==> src/rtl/spi_flash_cmd_seq_if.sv <==
// Link between the flash command sequencer and spi_master_verb: burst control, write port, read port.
// Pure wiring, no latency. The write port is throttled by m_wr_ready; the read port has no backpressure.
// 'master' is the sequencer's view and 'slave' is the SPI master's view.
interface spi_flash_cmd_seq_if;
    logic        request;
    logic [23:0] req_len;
    logic        busy;
    logic        finish;
    logic        m_wr_en;
    logic [7:0]  m_wr_data;
    logic        m_wr_ready;
    logic        m_rd_vld;
    logic [7:0]  m_rd_data;

    modport master (
        output request, req_len, m_wr_en, m_wr_data,
        input  busy, finish, m_wr_ready, m_rd_vld, m_rd_data
    );

    modport slave (
        input  request, req_len, m_wr_en, m_wr_data,
        output busy, finish, m_wr_ready, m_rd_vld, m_rd_data
    );
endinterface

==> src/rtl/spi_flash_cmd_seq.sv <==
// Turns one flash command descriptor into a single SPI burst: header, payload or fill, header-stripped read-back.
// Latency: request the cycle after acceptance, first push the cycle after busy, read data 1 cycle after m_rd_vld.
// Backpressure: m_wr_ready stalls pushes (and usr_wr_ready); the read path has none; a watchdog aborts stalls.
module spi_flash_cmd_seq #(
    parameter int unsigned TIMEOUT = 4096,
    parameter logic [7:0]  FILL    = 8'hFF
) (
    input  logic        clock,
    input  logic        rst_n,
    input  logic        cmd_valid,
    output logic        cmd_ready,
    input  logic [7:0]  cmd_opcode,
    input  logic [23:0] cmd_addr,
    input  logic        cmd_addr_en,
    input  logic [3:0]  cmd_dummy,
    input  logic [15:0] cmd_len,
    input  logic        cmd_dir,
    input  logic [7:0]  usr_wr_data,
    input  logic        usr_wr_valid,
    output logic        usr_wr_ready,
    output logic [7:0]  usr_rd_data,
    output logic        usr_rd_valid,
    output logic        done,
    output logic        err,
    spi_flash_cmd_seq_if.master spi
);

    localparam int WDW = $clog2(TIMEOUT + 1);
    localparam logic [WDW-1:0] WD_LIM = WDW'(TIMEOUT - 1);

    typedef enum logic [2:0] {S_IDLE, S_REQ, S_HDR, S_PAY, S_WAIT} state_t;

    state_t      state_q, state_nxt;
    logic        rst_done_q;
    logic [7:0]  op_q;
    logic [23:0] addr_q;
    logic        aen_q;
    logic [15:0] len_q;
    logic        dir_q;
    logic [4:0]  hdr_len_q;
    logic [16:0] tot_q;
    logic [15:0] cnt_q;
    logic [16:0] rd_cnt_q;
    logic        fin_q;
    logic [WDW-1:0] wd_q;
    logic        done_q, err_q;
    logic        rd_vld_q;
    logic [7:0]  rd_dat_q;

    logic        accept;
    logic        push;
    logic [7:0]  wr_byte;
    logic        rd_take;
    logic [16:0] rd_cnt_nxt;
    logic        done_set, err_set;
    logic [4:0]  hdr_len_new;
    logic [16:0] tot_new;

    assign cmd_ready   = rst_done_q && (state_q == S_IDLE);
    assign accept      = cmd_valid && cmd_ready;
    assign rd_take     = spi.m_rd_vld && (state_q != S_IDLE);
    assign rd_cnt_nxt  = rd_cnt_q + {16'b0, rd_take};
    assign hdr_len_new = 5'd1 + (cmd_addr_en ? 5'd3 : 5'd0) + {1'b0, cmd_dummy};
    assign tot_new     = {12'b0, hdr_len_new} + {1'b0, cmd_len};

    assign spi.request   = (state_q == S_REQ);
    assign spi.req_len   = (state_q == S_REQ) ? {4'b0, tot_q, 3'b0} : 24'h0;
    assign spi.m_wr_en   = push;
    assign spi.m_wr_data = wr_byte;
    assign usr_rd_valid  = rd_vld_q;
    assign usr_rd_data   = rd_dat_q;
    assign done          = done_q;
    assign err           = err_q;

    always_ff @(posedge clock or negedge rst_n) begin
        if (!rst_n) begin
            state_q <= S_IDLE;
        end else begin
            state_q <= state_nxt;
        end
    end

    always_comb begin
        state_nxt    = state_q;
        push         = 1'b0;
        wr_byte      = 8'h00;
        usr_wr_ready = 1'b0;
        done_set     = 1'b0;
        err_set      = 1'b0;
        case (state_q)
            S_IDLE: begin
                if (accept) state_nxt = S_REQ;
            end
            S_REQ: begin
                if (spi.busy) state_nxt = S_HDR;
            end
            S_HDR: begin
                push = spi.m_wr_ready;
                if (cnt_q == 16'd0) begin
                    wr_byte = op_q;
                end else if (aen_q && cnt_q <= 16'd3) begin
                    case (cnt_q[1:0])
                        2'd1:    wr_byte = addr_q[23:16];
                        2'd2:    wr_byte = addr_q[15:8];
                        default: wr_byte = addr_q[7:0];
                    endcase
                end
                if (push && cnt_q == {11'b0, hdr_len_q} - 16'd1)
                    state_nxt = (len_q == 16'd0) ? S_WAIT : S_PAY;
            end
            S_PAY: begin
                wr_byte      = dir_q ? FILL : usr_wr_data;
                usr_wr_ready = !dir_q && spi.m_wr_ready;
                push         = spi.m_wr_ready && (dir_q || usr_wr_valid);
                if (push && cnt_q == len_q - 16'd1) state_nxt = S_WAIT;
            end
            S_WAIT: begin
                // finish may coincide with the last read byte, so look at next-cycle values
                if ((fin_q || spi.finish) && rd_cnt_nxt == tot_q) begin
                    state_nxt = S_IDLE;
                    done_set  = 1'b1;
                end
            end
            default: state_nxt = S_IDLE;
        endcase
        if (state_q != S_IDLE && state_nxt == state_q && !push && !spi.m_rd_vld
            && wd_q == WD_LIM) begin
            state_nxt = S_IDLE;
            err_set   = 1'b1;
        end
    end

    always_ff @(posedge clock or negedge rst_n) begin
        if (!rst_n) begin
            rst_done_q <= 1'b0;
            op_q       <= 8'h00;
            addr_q     <= 24'h0;
            aen_q      <= 1'b0;
            len_q      <= 16'h0;
            dir_q      <= 1'b0;
            hdr_len_q  <= 5'd0;
            tot_q      <= 17'd0;
            cnt_q      <= 16'd0;
            rd_cnt_q   <= 17'd0;
            fin_q      <= 1'b0;
            wd_q       <= '0;
            done_q     <= 1'b0;
            err_q      <= 1'b0;
            rd_vld_q   <= 1'b0;
            rd_dat_q   <= 8'h00;
        end else begin
            rst_done_q <= 1'b1;
            done_q     <= done_set;
            err_q      <= err_set;
            if (accept) begin
                op_q      <= cmd_opcode;
                addr_q    <= cmd_addr;
                aen_q     <= cmd_addr_en;
                len_q     <= cmd_len;
                dir_q     <= cmd_dir;
                hdr_len_q <= hdr_len_new;
                tot_q     <= tot_new;
                rd_cnt_q  <= 17'd0;
                fin_q     <= 1'b0;
            end else if (state_q != S_IDLE) begin
                rd_cnt_q <= rd_cnt_nxt;
                if (spi.finish) fin_q <= 1'b1;
            end
            if (state_nxt != state_q) cnt_q <= 16'd0;
            else if (push)            cnt_q <= cnt_q + 16'd1;
            if (state_q == S_IDLE || state_nxt != state_q || push || spi.m_rd_vld)
                wd_q <= '0;
            else
                wd_q <= wd_q + 1'b1;
            rd_vld_q <= rd_take && dir_q && (rd_cnt_q >= {12'b0, hdr_len_q});
            if (rd_take && dir_q && (rd_cnt_q >= {12'b0, hdr_len_q}))
                rd_dat_q <= spi.m_rd_data;
        end
    end

endmodule

==> src/flat_wrapper.sv <==
// flat-port wrapper written by rule: the top's interface ports become plain ports
module spi_flash_cmd_seq_flat 
#(
    parameter int unsigned TIMEOUT = 4096,
    parameter logic [7:0]  FILL    = 8'hFF
)
  (clock, rst_n, cmd_valid, cmd_ready, cmd_opcode, cmd_addr, cmd_addr_en, cmd_dummy, cmd_len, cmd_dir, usr_wr_data, usr_wr_valid, usr_wr_ready, usr_rd_data, usr_rd_valid, done, err, spi_request, spi_req_len, spi_m_wr_en, spi_m_wr_data, spi_busy, spi_finish, spi_m_wr_ready, spi_m_rd_vld, spi_m_rd_data);
  spi_flash_cmd_seq_if spi_i ();
  input  logic clock;
  input  logic rst_n;
  input  logic cmd_valid;
  output logic cmd_ready;
  input  logic [7:0] cmd_opcode;
  input  logic [23:0] cmd_addr;
  input  logic cmd_addr_en;
  input  logic [3:0] cmd_dummy;
  input  logic [15:0] cmd_len;
  input  logic cmd_dir;
  input  logic [7:0] usr_wr_data;
  input  logic usr_wr_valid;
  output logic usr_wr_ready;
  output logic [7:0] usr_rd_data;
  output logic usr_rd_valid;
  output logic done;
  output logic err;
  output wire logic [$bits(spi_i.request)-1:0] spi_request;
  output wire logic [$bits(spi_i.req_len)-1:0] spi_req_len;
  output wire logic [$bits(spi_i.m_wr_en)-1:0] spi_m_wr_en;
  output wire logic [$bits(spi_i.m_wr_data)-1:0] spi_m_wr_data;
  input wire logic [$bits(spi_i.busy)-1:0] spi_busy;
  input wire logic [$bits(spi_i.finish)-1:0] spi_finish;
  input wire logic [$bits(spi_i.m_wr_ready)-1:0] spi_m_wr_ready;
  input wire logic [$bits(spi_i.m_rd_vld)-1:0] spi_m_rd_vld;
  input wire logic [$bits(spi_i.m_rd_data)-1:0] spi_m_rd_data;
  assign spi_request = spi_i.request;
  assign spi_req_len = spi_i.req_len;
  assign spi_m_wr_en = spi_i.m_wr_en;
  assign spi_m_wr_data = spi_i.m_wr_data;
  assign spi_i.busy = spi_busy;
  assign spi_i.finish = spi_finish;
  assign spi_i.m_wr_ready = spi_m_wr_ready;
  assign spi_i.m_rd_vld = spi_m_rd_vld;
  assign spi_i.m_rd_data = spi_m_rd_data;
  spi_flash_cmd_seq #(.TIMEOUT(TIMEOUT), .FILL(FILL)) u_core (.clock(clock), .rst_n(rst_n), .cmd_valid(cmd_valid), .cmd_ready(cmd_ready), .cmd_opcode(cmd_opcode), .cmd_addr(cmd_addr), .cmd_addr_en(cmd_addr_en), .cmd_dummy(cmd_dummy), .cmd_len(cmd_len), .cmd_dir(cmd_dir), .usr_wr_data(usr_wr_data), .usr_wr_valid(usr_wr_valid), .usr_wr_ready(usr_wr_ready), .usr_rd_data(usr_rd_data), .usr_rd_valid(usr_rd_valid), .done(done), .err(err), .spi(spi_i));
endmodule
==> config.mk <==
export PLATFORM = sky130hd
export DESIGN_NAME = spi_flash_cmd_seq_flat
export DESIGN_NICKNAME = d
export VERILOG_FILES = /design/src/rtl/spi_flash_cmd_seq_if.sv /design/src/rtl/spi_flash_cmd_seq.sv /design/src/flat_wrapper.sv
export SDC_FILE = /design/constraint.sdc
export NUM_CORES = 1
export LEC_CHECK = 0
export ABC_AREA = 1
export ABC_CLOCK_PERIOD_IN_PS = 3800
export CAP_MARGIN = 10
export CORE_ASPECT_RATIO = 0.5
export CORE_UTILIZATION = 56
export CTS_CLUSTER_DIAMETER = 60
export DETAILED_ROUTE_END_ITERATION = 12
export PLACE_DENSITY = 0.82
export SLEW_MARGIN = 20
export SYNTH_ARGS = -nofsm -noshare
export SYNTH_HDL_FRONTEND = slang
export SYNTH_SLANG_ARGS = --single-unit
==> constraint.sdc <==
create_clock -name clock -period 3.8 [get_ports clock]
set_input_delay 0.95 -clock clock [delete_from_list [all_inputs] [get_ports clock]]
set_output_delay 0.95 -clock clock [all_outputs]
set_load 0.03 [all_outputs]
Yosys cells after proc, flatten, opt, wreduce, memory -nomap -nowiden --
Index checks and enable logic that the tools add are counted.
Cells by class: add/subtract/negate cells 8, $lt $le $gt $ge 2, equality and inequality tests 12, mux-type cells 28, reductions and logical operators 31
Operators by type and width (number):
- $mux W17 | 2
- $eq A16 B16 Y1 | 2
- $logic_not A16 Y1 | 2
- $mux W16 | 2
- $pmux W8 S2 | 2
- $mux W8 | 3
- $mux W3 | 7
- $mux W20 | 1
- $add A17 B1 Y17 | 1
- $add A5 B16 Y17 | 1
- $eq A17 B17 Y1 | 1
- $ge A17 B5 Y1 | 1
- $add A16 B1 Y16 const B | 1
- $le A16 B2 Y1 const B | 1
- $sub A16 B1 Y16 const B | 1
- $logic_and A1 B1 Y1 | 15
- $pmux W3 S5 | 1
- $add A13 B1 Y13 const B | 1
- $eq A13 B12 Y1 const B | 1
- $mux W13 | 1
- $mux W1 | 7
- $eq A3 B2 Y1 const B | 2
- $reduce_bool A2 Y1 | 3
- $sub A5 B1 Y6 const B | 1
- other kinds (15) | 21
Word-level totals: bits in registers 134, input port bits 78, output and inout bits 47, word-level logic and storage cells 98

Longest topological paths before layout --
depth after elaboration 18, depth in mapped cells 27

Worst setup path after synthesis --
Ideal clock, no wire load.
path kind input-to-reg, start in cmd_addr_en, end reg u_core.tot_q[13], library setup time 0.139 ns, arrival time 3.476 ns, required time 3.661 ns, path slack 0.186 ns, stages 17, buffers on the path 0, path through inv_1 > ha_1 > fa_1 > xnor2_1 > ha_1 > nand3_1 > nand2_1 > nand2_1 > nand2_1 > a21oi_1 > nor2_1 > inv_1 > nor3_1 > nand2_1 > or3b_2 > nand3_1 > o221ai_1
On the way: cells in the longest elaborated chain, start to end 4
RTL lines:
- start: declaration | line flat_wrapper.sv:15 | input logic cmd_addr_en;
- $mux W2 | line spi_flash_cmd_seq.sv:63 | assign hdr_len_new = 5'd1 + (cmd_addr_en ? 5'd3 : 5'd0) + {1'b0, cmd_dummy};
- $add A1 B5 Y5 | line spi_flash_cmd_seq.sv:63
- $add A5 B4 Y5 | line spi_flash_cmd_seq.sv:63
- via u_core.hdr_len_new[2] | line spi_flash_cmd_seq.sv:56 | logic [4:0] hdr_len_new;
- $add A5 B16 Y17 | line spi_flash_cmd_seq.sv:64 | assign tot_new = {12'b0, hdr_len_new} + {1'b0, cmd_len};
- end signal: assignment | line spi_flash_cmd_seq.sv:162 | tot_q <= tot_new;
- end: declaration | line spi_flash_cmd_seq.sv:41 | logic [16:0] tot_q;
The timed path passes the listed nets, and every way through them passes these cells. A chain may end at the register's enable or synchronous reset.

Worst setup path in the final report --
start in cmd_dummy[1], end reg u_core.tot_q[15]
On the way: cells in the longest elaborated chain, start to end 2
RTL lines:
- start: declaration | line flat_wrapper.sv:16 | input logic [3:0] cmd_dummy;
- $add A5 B4 Y5 | line spi_flash_cmd_seq.sv:63
- via u_core.hdr_len_new[2] | line spi_flash_cmd_seq.sv:56
- $add A5 B16 Y17 | line spi_flash_cmd_seq.sv:64
The timed path passes the listed nets, and every way through them passes these cells.

==> flow_metrics.py <==
metrics = {
    "synthesis": {
        "ys_ff_latch": 134,
        "yosysTopAreaCell": "dfrtp_1",
        "synth_edf_count": 0,
        "syn_avg_cell_area_um2": 7.17,
        "netlist_instances": 1216,
        "synth_commonest_cells": "nand2_1 (396), inv_1 (135), dfrtp_1 (134), nor2_1 (114), nand3_1 (93)",
        "syn-cell-area_um2": 8710,
        "synth_warnings": 0,
        "synth_area_leaders": "dfrtp_1 (38%), nand2_1 (17%), inv_1 (5.8%)",
        "synth_top_cell_area_share": 0.385,
        "synth_most_common_cell": "nand2_1",
        "synth-main-ff-cell": "dfrtp_1",
        "ys_seq_area_frac": 0.385,
        "async_reset_ff_frac": 1.00,
        "synth_cell_type_count": 53,
    },
    "floorplan": {
        "initial_core_util": 0.588,
        "dieArea_um2": 16100,
        "die_y_um": 90.2,
        "die-width_um": 178,
        "core_um2": 14800,
        "row_count": 31,
        "io_pins": 125,
    },
    "grt": {
        "grt_max_degree": 89,
        "antenna_found_initial": 1,
        "grt_pass1_vias": 8487,
        "gr-total-overflow": 0,
        "track_usage": 0.325,
        "grt_pass1_wl_um": 40900,
    },
    "clocking": {
        "root_buffer": "clkbuf_16",
        "clk_pin_slew_worst_paths_ns": 0.06,
        "cts_buffers": 17,
        "h-tree-depth": 4,
        "clock_latency_ns": 0.43,
        "tritoncts": "built",
        "clock-sinks": 134,
        "cts_buffer_depth": 2,
        "hold_buffers": 0,
    },
    "placement": {
        "dp_worst_setup_slack_ns": -0.580,
        "dp_hpwl_um": 17900,
        "numPortBuffers": 117,
        "place.gp.congestion": 0.974,
    },
    "worst_setup_path": {
        "r2r_setup_slack_ns": 0.33,
        "reg2reg_to": "u_core.wd_q[11]",
        "cp_data_arrival_time_ns": 3.95,
        "r2r-start": "u_core.state_q[1]",
        "cp_max_fo": 3,
        "startpoint_type": "input pin",
        "path_class": "input pin to flip-flop",
        "rr_worst_depth": 23,
        "endpoint_kind": "flip-flop",
        "cp.required_ns": 4.09,
    },
    "routing": {
        "vias_per_cell": 5.59,
        "num_vias": 8926,
        "drt_iter0_drc": 837,
        "wire_per_inst_um": 16.3,
        "drc_errors": 0,
        "drt_wl_total_um": 26000,
        "dr.pass1.iters": 5,
        "postRouteAntennaNets": 0,
    },
    "timing": {
        "fin_hold_ws_ns": 0.426,
        "setup_viol": 0,
        "worst_pin_slew_ns": 0.649,
        "slew_headroom": 0.566,
        "slew_violations": 0,
        "period_needed_ns": 3.67,
        "skew_ns": 0.00988,
        "finalHoldViolCount": 0,
        "postLayoutSetupSlackWorst_ns": 0.132,
        "max_freq_mhz": 273,
        "finalSetupTns_ns": 0,
        "period_share": 0.965,
    },
    "hold_path": {
        "hold_path.class": "input pin to asynchronous set/reset pin",
    },
    "power": {
        "totalPowerFinal_mw": 7.91,
        "ir_drop_v": 0.000544,
        "p_leak_nw": 5.39,
        "pwr_density_cell_nw_per_um2": 697,
    },
    "final_layout": {
        "areaGrowthSynthToFinish_pct": 30.2,
        "nNetsFinal": 1487,
        "fillCellCount": 1056,
        "drive_gt1_frac": 0.152,
        "antennaDiodeCount": 0,
        "post-route-util": 0.766,
    },
    "run_status": {
        "status": "completed",
    },
    "run": {
        "drv_cap": 0,
    },
}
[layout by cell type (no fill, tap or decap), drive strengths merged, types with 2 or more instances in the layout]
cell / instances
a2111oi: 2
a21boi: 2
a21oi: 12
a22oi: 2
buf: 65
bufinv: 2
clkbuf: 23
clkdlybuf4s50: 104
clkinv: 5
clkinvlp: 3
conb: 8
dfrtp: 134
dlymetal6s2s: 11
fa: 2
ha: 22
inv: 148
nand2: 409
nand3: 99
nand3b: 2
nand4: 23
nor2: 153
nor3: 21
nor4: 3
o211ai: 18
o21a: 3
o21ai: 56
o221ai: 4
o22ai: 15
xnor2: 16
xor2: 21
[timing repair]
action | in CTS | in global routing
buffers inserted | 2 | 7
setup endpoints to repair | 7 | 42
gates cloned | 0 | 2
pin swaps | 2 | 31
gates resized for setup | 6 | 58
[how the worst max path moves through the flow]
| stage | endpoint | cells after the start | from | slack [ns] |
|---|---|---|---|---|
| 2_1_floorplan | u_core.tot_q[13] | 17 | cmd_addr_en | 0.19 |
| 3_3_place_gp | u_core.tot_q[13] | 18 | cmd_addr_en | -0.46 |
| 3_5_place_dp | u_core.tot_q[13] | 18 | cmd_addr_en | -0.58 |
| 4_1_cts | u_core.tot_q[13] | 18 | cmd_addr_en | -0.03 |
| 5_1_grt | u_core.tot_q[15] | 19 | cmd_dummy[1] | -0.01 |
| 6_report | u_core.tot_q[15] | 19 | cmd_dummy[1] | 0.13 |
[worst max-delay path, stage by stage]
cell	delay, ns
clkdlybuf4s50_1	0.50
inv_1	0.07
fa_2	0.42
xnor2_4	0.18
ha_4	0.28
nand3_1	0.10
nand2_1	0.10
nand2_1	0.07
nand2_1	0.07
a21oi_1	0.08
nor2_1	0.15
inv_1	0.08
nor3_2	0.18
nand2_1	0.12
buf_6	0.14
nor2_4	0.11
nand4_1	0.14
nand3_1	0.11
o221ai_1	0.12
[registers in the layout (all words and copies together), names as in the netlist]
register	cells
u_core.state_q	3
u_core.cnt_q	16
u_core.wd_q	13
u_core.usr_rd_data	8
u_core.dir_q	1
u_core.done	1
u_core.fin_q	1
u_core.len_q	16
u_core.aen_q	1
u_core.hdr_len_q	5
u_core.addr_q	24
u_core.op_q	8
u_core.rd_cnt_q	17
u_core.rst_done_q	1
u_core.usr_rd_valid	1
u_core.tot_q	17
u_core.err	1
[layout make-up]
type                    count  area, µm²  area share
multi-input cells         902       4840       0.427
flip-flops and latches    134       3350       0.296
repair buffers            182       1750       0.155
inverters                 148        558      0.0492
clock buffers              22        474      0.0418
well taps                 198        248      0.0218
clock inverters            10        119      0.0105
[cells by family (layout without fill, tap and decap cells)]
logic type | after synthesis | in the layout | share of synthesized area
buffers and inverters | 187 | 362 | 0.0863
adder cells (fa/ha/maj) | 24 | 24 | 0.0362
XOR/XNOR | 37 | 37 | 0.0372
other | 2 | 8 | 0.000862
flip-flops | 134 | 134 | 0.385
AND/OR/NAND/NOR | 714 | 715 | 0.373
AO/OA/AOI/OAI | 118 | 118 | 0.0820
[through the flow]
step	area [µm²]	instances
2_1_floorplan	8740	1222
3_3_place_gp	10400	1553
3_5_place_dp	10400	1553
4_1_cts	11000	1587
5_1_grt	11300	1596
6_report	11300	1596
[power by group]
part | total, mW | internal (mW) | switching, mW | leakage, nW
registers | 2.37 | 1.90 | 0.470 | 1.73
logic | 3.85 | 1.45 | 2.40 | 3.38
clock network | 1.69 | 1.02 | 0.667 | 0.284
[metal layers]
metal  global-route usage  share of wire  vias to the layer above
met2                0.518           0.47                      422
met4                0.133          0.034                        0
met3               0.0596          0.070                       88
li1                     -              -                     4219
met5                    0              0                        -
met1                0.434           0.43                     4197
(Power assumes the default switching activity.)
